<file path="src/rtl/sel_capture_pkg.sv">
// rtl/sel_capture_pkg.sv - shared constants and types for the sel capture FIFO
package sel_capture_pkg;

    localparam int DEF_WIDTH = 8;
    localparam int DEF_DEPTH = 4;

    localparam int DEF_PTR_W = $clog2(DEF_DEPTH);
    localparam int DEF_CNT_W = $clog2(DEF_DEPTH) + 1;

    typedef logic [DEF_WIDTH-1:0] data_t;

endpackage

</file>
<file path="src/rtl/sel_capture_mem.sv">
// rtl/sel_capture_mem.sv - DEPTH x WIDTH register array, one write port, async read port
module sel_capture_mem #(
    parameter int WIDTH = 8,
    parameter int DEPTH = 4,
    parameter int PTR_W = $clog2(DEPTH)
) (
    input  logic             clk,
    input  logic             we,
    input  logic [PTR_W-1:0] waddr,
    input  logic [WIDTH-1:0] wdata,
    input  logic [PTR_W-1:0] raddr,
    output logic [WIDTH-1:0] rdata
);

    logic [WIDTH-1:0] mem [DEPTH];

    // Contents need no reset: the occupancy count decides what is valid.
    always_ff @(posedge clk) begin
        if (we) begin
            mem[waddr] <= wdata;
        end
    end

    assign rdata = mem[raddr];

endmodule

</file>
<file path="src/rtl/sel_capture_fifo.sv">
// rtl/sel_capture_fifo.sv - captures d on sel into a first-word-fall-through FIFO with sticky overflow
module sel_capture_fifo
    import sel_capture_pkg::*;
#(
    parameter int WIDTH = DEF_WIDTH,
    parameter int DEPTH = DEF_DEPTH
) (
    input  logic                       clk,
    input  logic                       rstn,
    input  logic                       sel,
    input  logic [WIDTH-1:0]           d,
    output logic                       out_valid,
    input  logic                       out_ready,
    output logic [WIDTH-1:0]           out_data,
    output logic [$clog2(DEPTH):0]     count,
    output logic                       full,
    output logic                       overflow,
    input  logic                       clr_ovf
);

    localparam int PTR_W = $clog2(DEPTH);
    localparam int CNT_W = PTR_W + 1;
    localparam logic [CNT_W-1:0] CNT_FULL = CNT_W'(DEPTH);

    logic [PTR_W-1:0] wr_ptr;
    logic [PTR_W-1:0] rd_ptr;
    logic [CNT_W-1:0] cnt_q;
    logic             ovf_q;
    logic [WIDTH-1:0] head;

    logic push;
    logic pop;
    logic accept;
    logic drop;

    assign out_valid = (cnt_q != '0);
    assign full      = (cnt_q == CNT_FULL);
    assign count     = cnt_q;
    assign overflow  = ovf_q;

    assign push   = sel;
    assign pop    = out_valid && out_ready;
    // A pop in the same cycle frees the slot, so a full FIFO still accepts.
    assign accept = push && (!full || pop);
    assign drop   = push && full && !pop;

    sel_capture_mem #(
        .WIDTH (WIDTH),
        .DEPTH (DEPTH),
        .PTR_W (PTR_W)
    ) u_mem (
        .clk   (clk),
        .we    (accept),
        .waddr (wr_ptr),
        .wdata (d),
        .raddr (rd_ptr),
        .rdata (head)
    );

    always_ff @(posedge clk or negedge rstn) begin
        if (!rstn) begin
            wr_ptr <= '0;
            rd_ptr <= '0;
            cnt_q  <= '0;
            ovf_q  <= 1'b0;
        end else begin
            // DEPTH is a power of two, so pointer overflow is the wrap.
            if (accept) begin
                wr_ptr <= wr_ptr + PTR_W'(1);
            end
            if (pop) begin
                rd_ptr <= rd_ptr + PTR_W'(1);
            end
            case ({accept, pop})
                2'b10:   cnt_q <= cnt_q + CNT_W'(1);
                2'b01:   cnt_q <= cnt_q - CNT_W'(1);
                default: cnt_q <= cnt_q;
            endcase
            if (drop) begin
                ovf_q <= 1'b1;
            end else if (clr_ovf) begin
                ovf_q <= 1'b0;
            end
        end
    end

    always_comb begin
        out_data = '0;
        if (out_valid) begin
            out_data = head;
        end
    end

endmodule

</file>
<file path="config.mk">
export PLATFORM = sky130hd
export DESIGN_NAME = sel_capture_fifo
export DESIGN_NICKNAME = d
export VERILOG_FILES = /design/src/rtl/sel_capture_pkg.sv /design/src/rtl/sel_capture_mem.sv /design/src/rtl/sel_capture_fifo.sv
export SDC_FILE = /design/constraint.sdc
export NUM_CORES = 1
export LEC_CHECK = 0
export ABC_AREA = 1
export CAP_MARGIN = 30
export CORE_ASPECT_RATIO = 1.25
export CORE_MARGIN = 2
export CORE_UTILIZATION = 45
export DETAILED_ROUTE_END_ITERATION = 8
export GPL_TIMING_DRIVEN = 0
export PLACE_DENSITY = 0.69
export RECOVER_POWER = 50
export SETUP_SLACK_MARGIN = 0.1
export SLEW_MARGIN = 0
export SYNTH_ARGS = -nofsm -noshare
export SYNTH_HDL_FRONTEND = slang
export SYNTH_SLANG_ARGS = --single-unit
</file>
<file path="constraint.sdc">
create_clock -name clk -period 1.9 [get_ports clk]
set_input_delay 0.285 -clock clk [delete_from_list [all_inputs] [get_ports clk]]
set_output_delay 0.285 -clock clk [all_outputs]
set_load 0.02 [all_outputs]
</file>
# ---- After elaboration in Yosys (flattened, before gate mapping)
# Memories as Yosys holds them, arrays and structs flattened.
# Index checks and enable logic that the tools add are counted.
dict set report word_totals {
  regBits 8
  latchBits 0
  mem_bits_rw 32
  mem_bits_ro 0
  input_bits 13
  output_inout_bits 14
  elab_cells 28
  memories 1
}
# memory words word_bits rd rd_clocked_by_memory_dff write_ports line
set mem_list {}
lappend mem_list {u_mem.mem 4 8 1 0 1 sel_capture_mem.sv:15} ;# logic [WIDTH-1:0] mem [DEPTH];
dict set report classes {
  n_addsub 4
  mul 0
  div_mod_pow 0
  n_lt_le_gt_ge 0
  n_eq_ne 3
  shift 0
  mux 6
  bitwise 0
  reduce_logical 10
}
# operator count
set op_table {}
lappend op_table {{$mux 8} 1}
lappend op_table {{$pmux 3 s2} 1}
lappend op_table {{$add 2x1->2 const B} 2}
lappend op_table {{$logic_and 1x1->1} 4}
lappend op_table {{$mux 1} 4}
lappend op_table {{$reduce_bool 2->1} 2}
lappend op_table {{$add 3x1->3 const B} 1}
lappend op_table {{$eq 3x3->1 const B} 1}
lappend op_table {{$reduce_bool 3->1} 1}
lappend op_table {{$sub 3x1->3 const B} 1}
lappend op_table {{$eq 2x1->1 const B} 1}
lappend op_table {{$eq 2x2->1 const B} 1}
lappend op_table {{$logic_not 1->1} 2}
lappend op_table {{$logic_or 1x1->1} 1}

# ---- Logic depth before layout (Yosys ltp)
dict set report logic_depth {
  ltp_word 6
  depth_mapped 9
  mapped_depth_nobuf 9
}

# ---- Cells and area by module
# Synthesis repeated with hierarchy kept, for this count alone.
dict set report unflattened {
  cells_unflattened 203
  area_unflattened_um2 1926.8
}
# mod instances cells_each area_per_inst_um2 seq_area_each_um2
set modules_own_cells {}
lappend modules_own_cells {sel_capture_mem 1 133 1387.6 960.9}
lappend modules_own_cells {sel_capture_fifo 1 70 539.3 200.2}

# ---- Worst setup path before layout
# OpenSTA, ideal clock, no wires.
dict set report synth_path {
  path_kind {register -> register}
  from {reg cnt_q[2] (netlist: count[2])}
  to {reg cnt_q[1] (netlist: count[1])}
  setup_time_ns 0.122
  t_arrival_ns 1.465
  t_required_ns 1.778
  path_slack_ns 0.313
  path_stages_with_launch 8
  n_path_buf 0
  period_less_slack_ns 1.587
  cell_sequence {dfrtp_1 inv_1 nand2_4 nand3b_2 fa_1 inv_1 nand2_1 o21ai_1}
}
dict set report synth_via {
  elab_chain_cells 6
  word_cells_on_any_way 10
  cone_classes {eq/ne: 3; mux: 1; reduce/logical: 6}
}
# element line
set synth_lines {}
lappend synth_lines {{from (decl)} sel_capture_fifo.sv:27} ;# logic [CNT_W-1:0] cnt_q;
lappend synth_lines {{from (signal assigned)} sel_capture_fifo.sv:75} ;# 2'b10: cnt_q <= cnt_q + CNT_W'(1);
lappend synth_lines {{from (signal assigned)} sel_capture_fifo.sv:76} ;# 2'b01: cnt_q <= cnt_q - CNT_W'(1);
lappend synth_lines {{from (signal assigned)} sel_capture_fifo.sv:77} ;# default: cnt_q <= cnt_q;
lappend synth_lines {{$reduce_bool 3->1 (*)} sel_capture_fifo.sv:36} ;# assign out_valid = (cnt_q != '0);
lappend synth_lines {{named net out_valid} sel_capture_fifo.sv:12} ;# output logic out_valid,
lappend synth_lines {{$logic_and 1x1->1 (*)} sel_capture_fifo.sv:42} ;# assign pop = out_valid && out_ready;
lappend synth_lines {{$logic_or 1x1->1} sel_capture_fifo.sv:44} ;# assign accept = push && (!full || pop);
lappend synth_lines {{$logic_and 1x1->1} sel_capture_fifo.sv:44}
lappend synth_lines {{$eq 2x1->1 or $eq 2x2->1 (tied branches)} sel_capture_fifo.sv:74} ;# case ({accept, pop})
lappend synth_lines {{$pmux 3 s2 or $reduce_bool 2->1 (tied branches)} n/a}
# The timed path passes the listed nets; every way through them passes the cells marked *.
# A chain may end at the register's enable or synchronous reset.

# ---- Worst setup path after layout
dict set report layout_path {
  from {reg rd_ptr[1]}
  to {out out_data[1]}
}
dict set report layout_via {
  elab_chain_cells 2
}
# element line
set layout_lines {}
lappend layout_lines {{from (decl)} sel_capture_fifo.sv:26} ;# logic [PTR_W-1:0] rd_ptr;
lappend layout_lines {{from (signal assigned)} sel_capture_fifo.sv:72} ;# rd_ptr <= rd_ptr + PTR_W'(1);
lappend layout_lines {{$mem_v2 4x8} n/a}
lappend layout_lines {{$mux 8} sel_capture_fifo.sv:89} ;# if (out_valid) begin
lappend layout_lines {{to (decl)} sel_capture_fifo.sv:14} ;# output logic [WIDTH-1:0] out_data,
# No other way between the ends.

==> impl_metrics.tcl <==
set metrics [dict create \
    cts_made_buffers 5 \
    root_buffer "sky130_fd_sc_hd__clkbuf_8" \
    grt.total_usage 0.181 \
    vdd_drop_max_mv 0.940 \
    place_hpwl_microns 2350 \
    synthesis.yosys.warnings 0 \
    status "complete, no violations" \
    clock_latency_ns 0.30 \
    final_antenna_net_count 0 \
    post_synth_main_area_contributors "sky130_fd_sc_hd__edfxtp_1 55%, sky130_fd_sc_hd__dfrtp_1 11%, sky130_fd_sc_hd__nor2_1 8.1%" \
    p_switching_mw 1.52 \
    grt_remaining_overflow 0 \
    grt_pass1_wl_microns 5580 \
    synth-edff-count 32 \
    setup.worst_path.end_class "output port" \
    total_power_mw 3.89 \
    htree_levels 2 \
    fin_hold_ws_ns 0.339 \
    globalplace.congestion 0.739 \
    rsz0062_at_grt "yes" \
    dp_worst_setup_slack_ns -0.261 \
    synth.distinct_cells 23 \
    synth_area_sq_um 1750 \
    finalWorstSetupSlack_ns 0.0496 \
    hp-class "primary input to async pin" \
    async_reset_ff_frac 0.200 \
    routed_wl_microns 3490 \
    synth_top_area_cell "sky130_fd_sc_hd__edfxtp_1" \
    finalHoldViolCount 0 \
    share_clk_of_total_power 0.170 \
    synth_sequential_area_ratio 0.663 \
    postSynth.topFlopCell "sky130_fd_sc_hd__edfxtp_1" \
    slew_viol_final 0 \
    fin_tns_setup_ns 0 \
    num_io_pins 27 \
    die_h_microns 73.7 \
    comb_power_share 0.502 \
    dieArea_sq_um 4410 \
    period_minus_ws_final_ns 1.85 \
    maxClockFrequency_mhz 540 \
    dp.cells 219 \
    proportion_of_total_power_due_to_net_switching 0.391 \
    final_cell_area_sq_um 2250 \
    finalSetupViolCount 0 \
    design.core.area_sq_um 3750 \
    synth_area_per_cell_sq_um 11.4 \
    share_seq_of_total_power 0.327 \
    initial_core_util 0.466 \
    avgRoutedWirePerCell_microns 14.8 \
    critPathRequiredTime_ns 1.62 \
    final_min_period_over_clock_period 0.974 \
    yosysMostFrequentCell "sky130_fd_sc_hd__nor2_1" \
    syn_nets 171 \
    cellPowerDensity_nw_per_um2 1730 \
    path_class "flip-flop to output port" \
    power_report.internal_total_mw 2.37 \
    dr_total_vias 1193 \
    avgViaCountPerCell 5.06 \
    clk_pin_slew_worst_paths_ns 0.07 \
    drt_pre_antenna_iters 4 \
    path_max_fanout 8 \
    final_nets 213 \
    number_of_register_bits_inferred_by_synthesis 40 \
    row_count 25 \
    finish.utilization 0.599 \
    cellLeakagePower_nw 0.908 \
    remaining_drc_errors 0 \
    cts_tree "built" \
    synth.cells.most_frequent "38 x sky130_fd_sc_hd__nor2_1, 32 x sky130_fd_sc_hd__edfxtp_1, 15 x sky130_fd_sc_hd__inv_1, 13 x sky130_fd_sc_hd__o21ai_0, 10 x sky130_fd_sc_hd__a21oi_1" \
    antenna_found_initial 0 \
    relSlewSlack 0.530 \
    max_cap_violations 0 \
    maximum_number_of_pins_on_one_net_before_global_route_repair 13 \
    layout-drive-gt1-share 0.214 \
    max_slew.worst_pin.slew_ns 0.702 \
    cts.sink_count 40 \
    syn2layout_area_growth_pct 28.5 \
    synth_cells 153 \
    placed_cell_area_sq_um 2060 \
    fin_skew_ns 0.00620 \
    die_w_microns 59.8 \
    first_global_vias 1202 \
    stdcell_count 236 \
    cp_data_arrival_time_ns 1.57 \
    startpoint_type "flip-flop" \
    cts-root-to-sink-buffers 2 \
    antenna_cells_inserted 0 \
    initialDrtViolationCount 44 \
    port_buffers 26 \
    synth_largest_type_area_fraction 0.549 \
]
routing by layer:
| layer | up-vias | track usage | part of all wire |
|---|---|---|---|
| met5 | - | 0 | 0 |
| met1 | 562 | 0.199 | 0.38 |
| met4 | 0 | 0.0914 | 0.027 |
| li1 | 595 | - | - |
| met3 | 10 | 0.0634 | 0.043 |
| met2 | 26 | 0.303 | 0.55 |
final cells by class:
| type | instances | area, sq um |
|---|---|---|
| well taps | 40 | 50.0 |
| multi-input cells | 93 | 504 |
| fillers | 321 | 1500 |
| repair buffers | 35 | 307 |
| plain buffers | 4 | 48.8 |
| clock buffers | 5 | 68.8 |
| inverters | 16 | 72.6 |
| clock inverters | 3 | 37.5 |
| flip-flops and latches | 40 | 1160 |
flip-flops by register name, indices dropped and copies added, names as in the netlist:
name	flops
wr_ptr	2
u_mem.mem	32
count	3
overflow	1
rd_ptr	2
worst max-delay path: stages (launching register included):
cell                         delay, ns
sky130_fd_sc_hd__dfrtp_1          0.34
sky130_fd_sc_hd__buf_6            0.12
sky130_fd_sc_hd__clkinvlp_4       0.19
sky130_fd_sc_hd__nor2_2           0.14
sky130_fd_sc_hd__o21ai_1          0.11
sky130_fd_sc_hd__a21oi_2          0.22
sky130_fd_sc_hd__buf_6            0.15
timing repair:
item,in CTS,in global routing
pin swaps,2,10
setup endpoints to repair,10,24
resized for setup,50,12
endpoints found under the hold margin,0,0
gates cloned,0,0
setup buffers,5,4
hold buffers,0,0
layout by cell type, fill, tap and decap left out, drive strengths merged, types with 4 or more instances in the layout:
cell / instances
inv: 14
o21ai: 19
buf: 21
nor2: 40
clkdlybuf4s50: 5
ha: 4
dlygate4sd3: 11
dfrtp: 8
edfxtp: 32
clkbuf: 5
nand2: 12
a21oi: 10
nand3: 4
cells by family after synthesis:
family | synth area share
DFF | 0.663
AOI/OAI and AO/OA | 0.0893
adders and majority gates | 0.0400
xor gates and xnor gates | 0.0100
and+or+nand+nor | 0.145
buffers and inverters | 0.0522
power by group through the flow:
stage               Sequential, mW  Clock [mW]  Combinational, mW
detailed placement            1.29           0               1.79
global placement              1.28           0               1.73
global route                  1.29       0.719               2.15
floorplan                     1.32           0               1.06
CTS                           1.27       0.677               1.84
finish                        1.27       0.662               1.95
worst paths after layout:
kind | to | cells after the start | startpoint | slack [ns]
setup / recovery | out_data[1] | 6 | rd_ptr[1] | 0.05
hold / removal | count[1] | 1 | rstn | 0.34
setup reg to reg | u_mem.mem[2][6] | 4 | wr_ptr[0] | 0.28
hold reg to reg | overflow | 2 | overflow | 0.54
max in group asynchronous | overflow | 1 | rstn | 1.30
min in group clk | overflow | 2 | overflow | 0.54
Note: power is estimated with default switching activity, not from simulation.
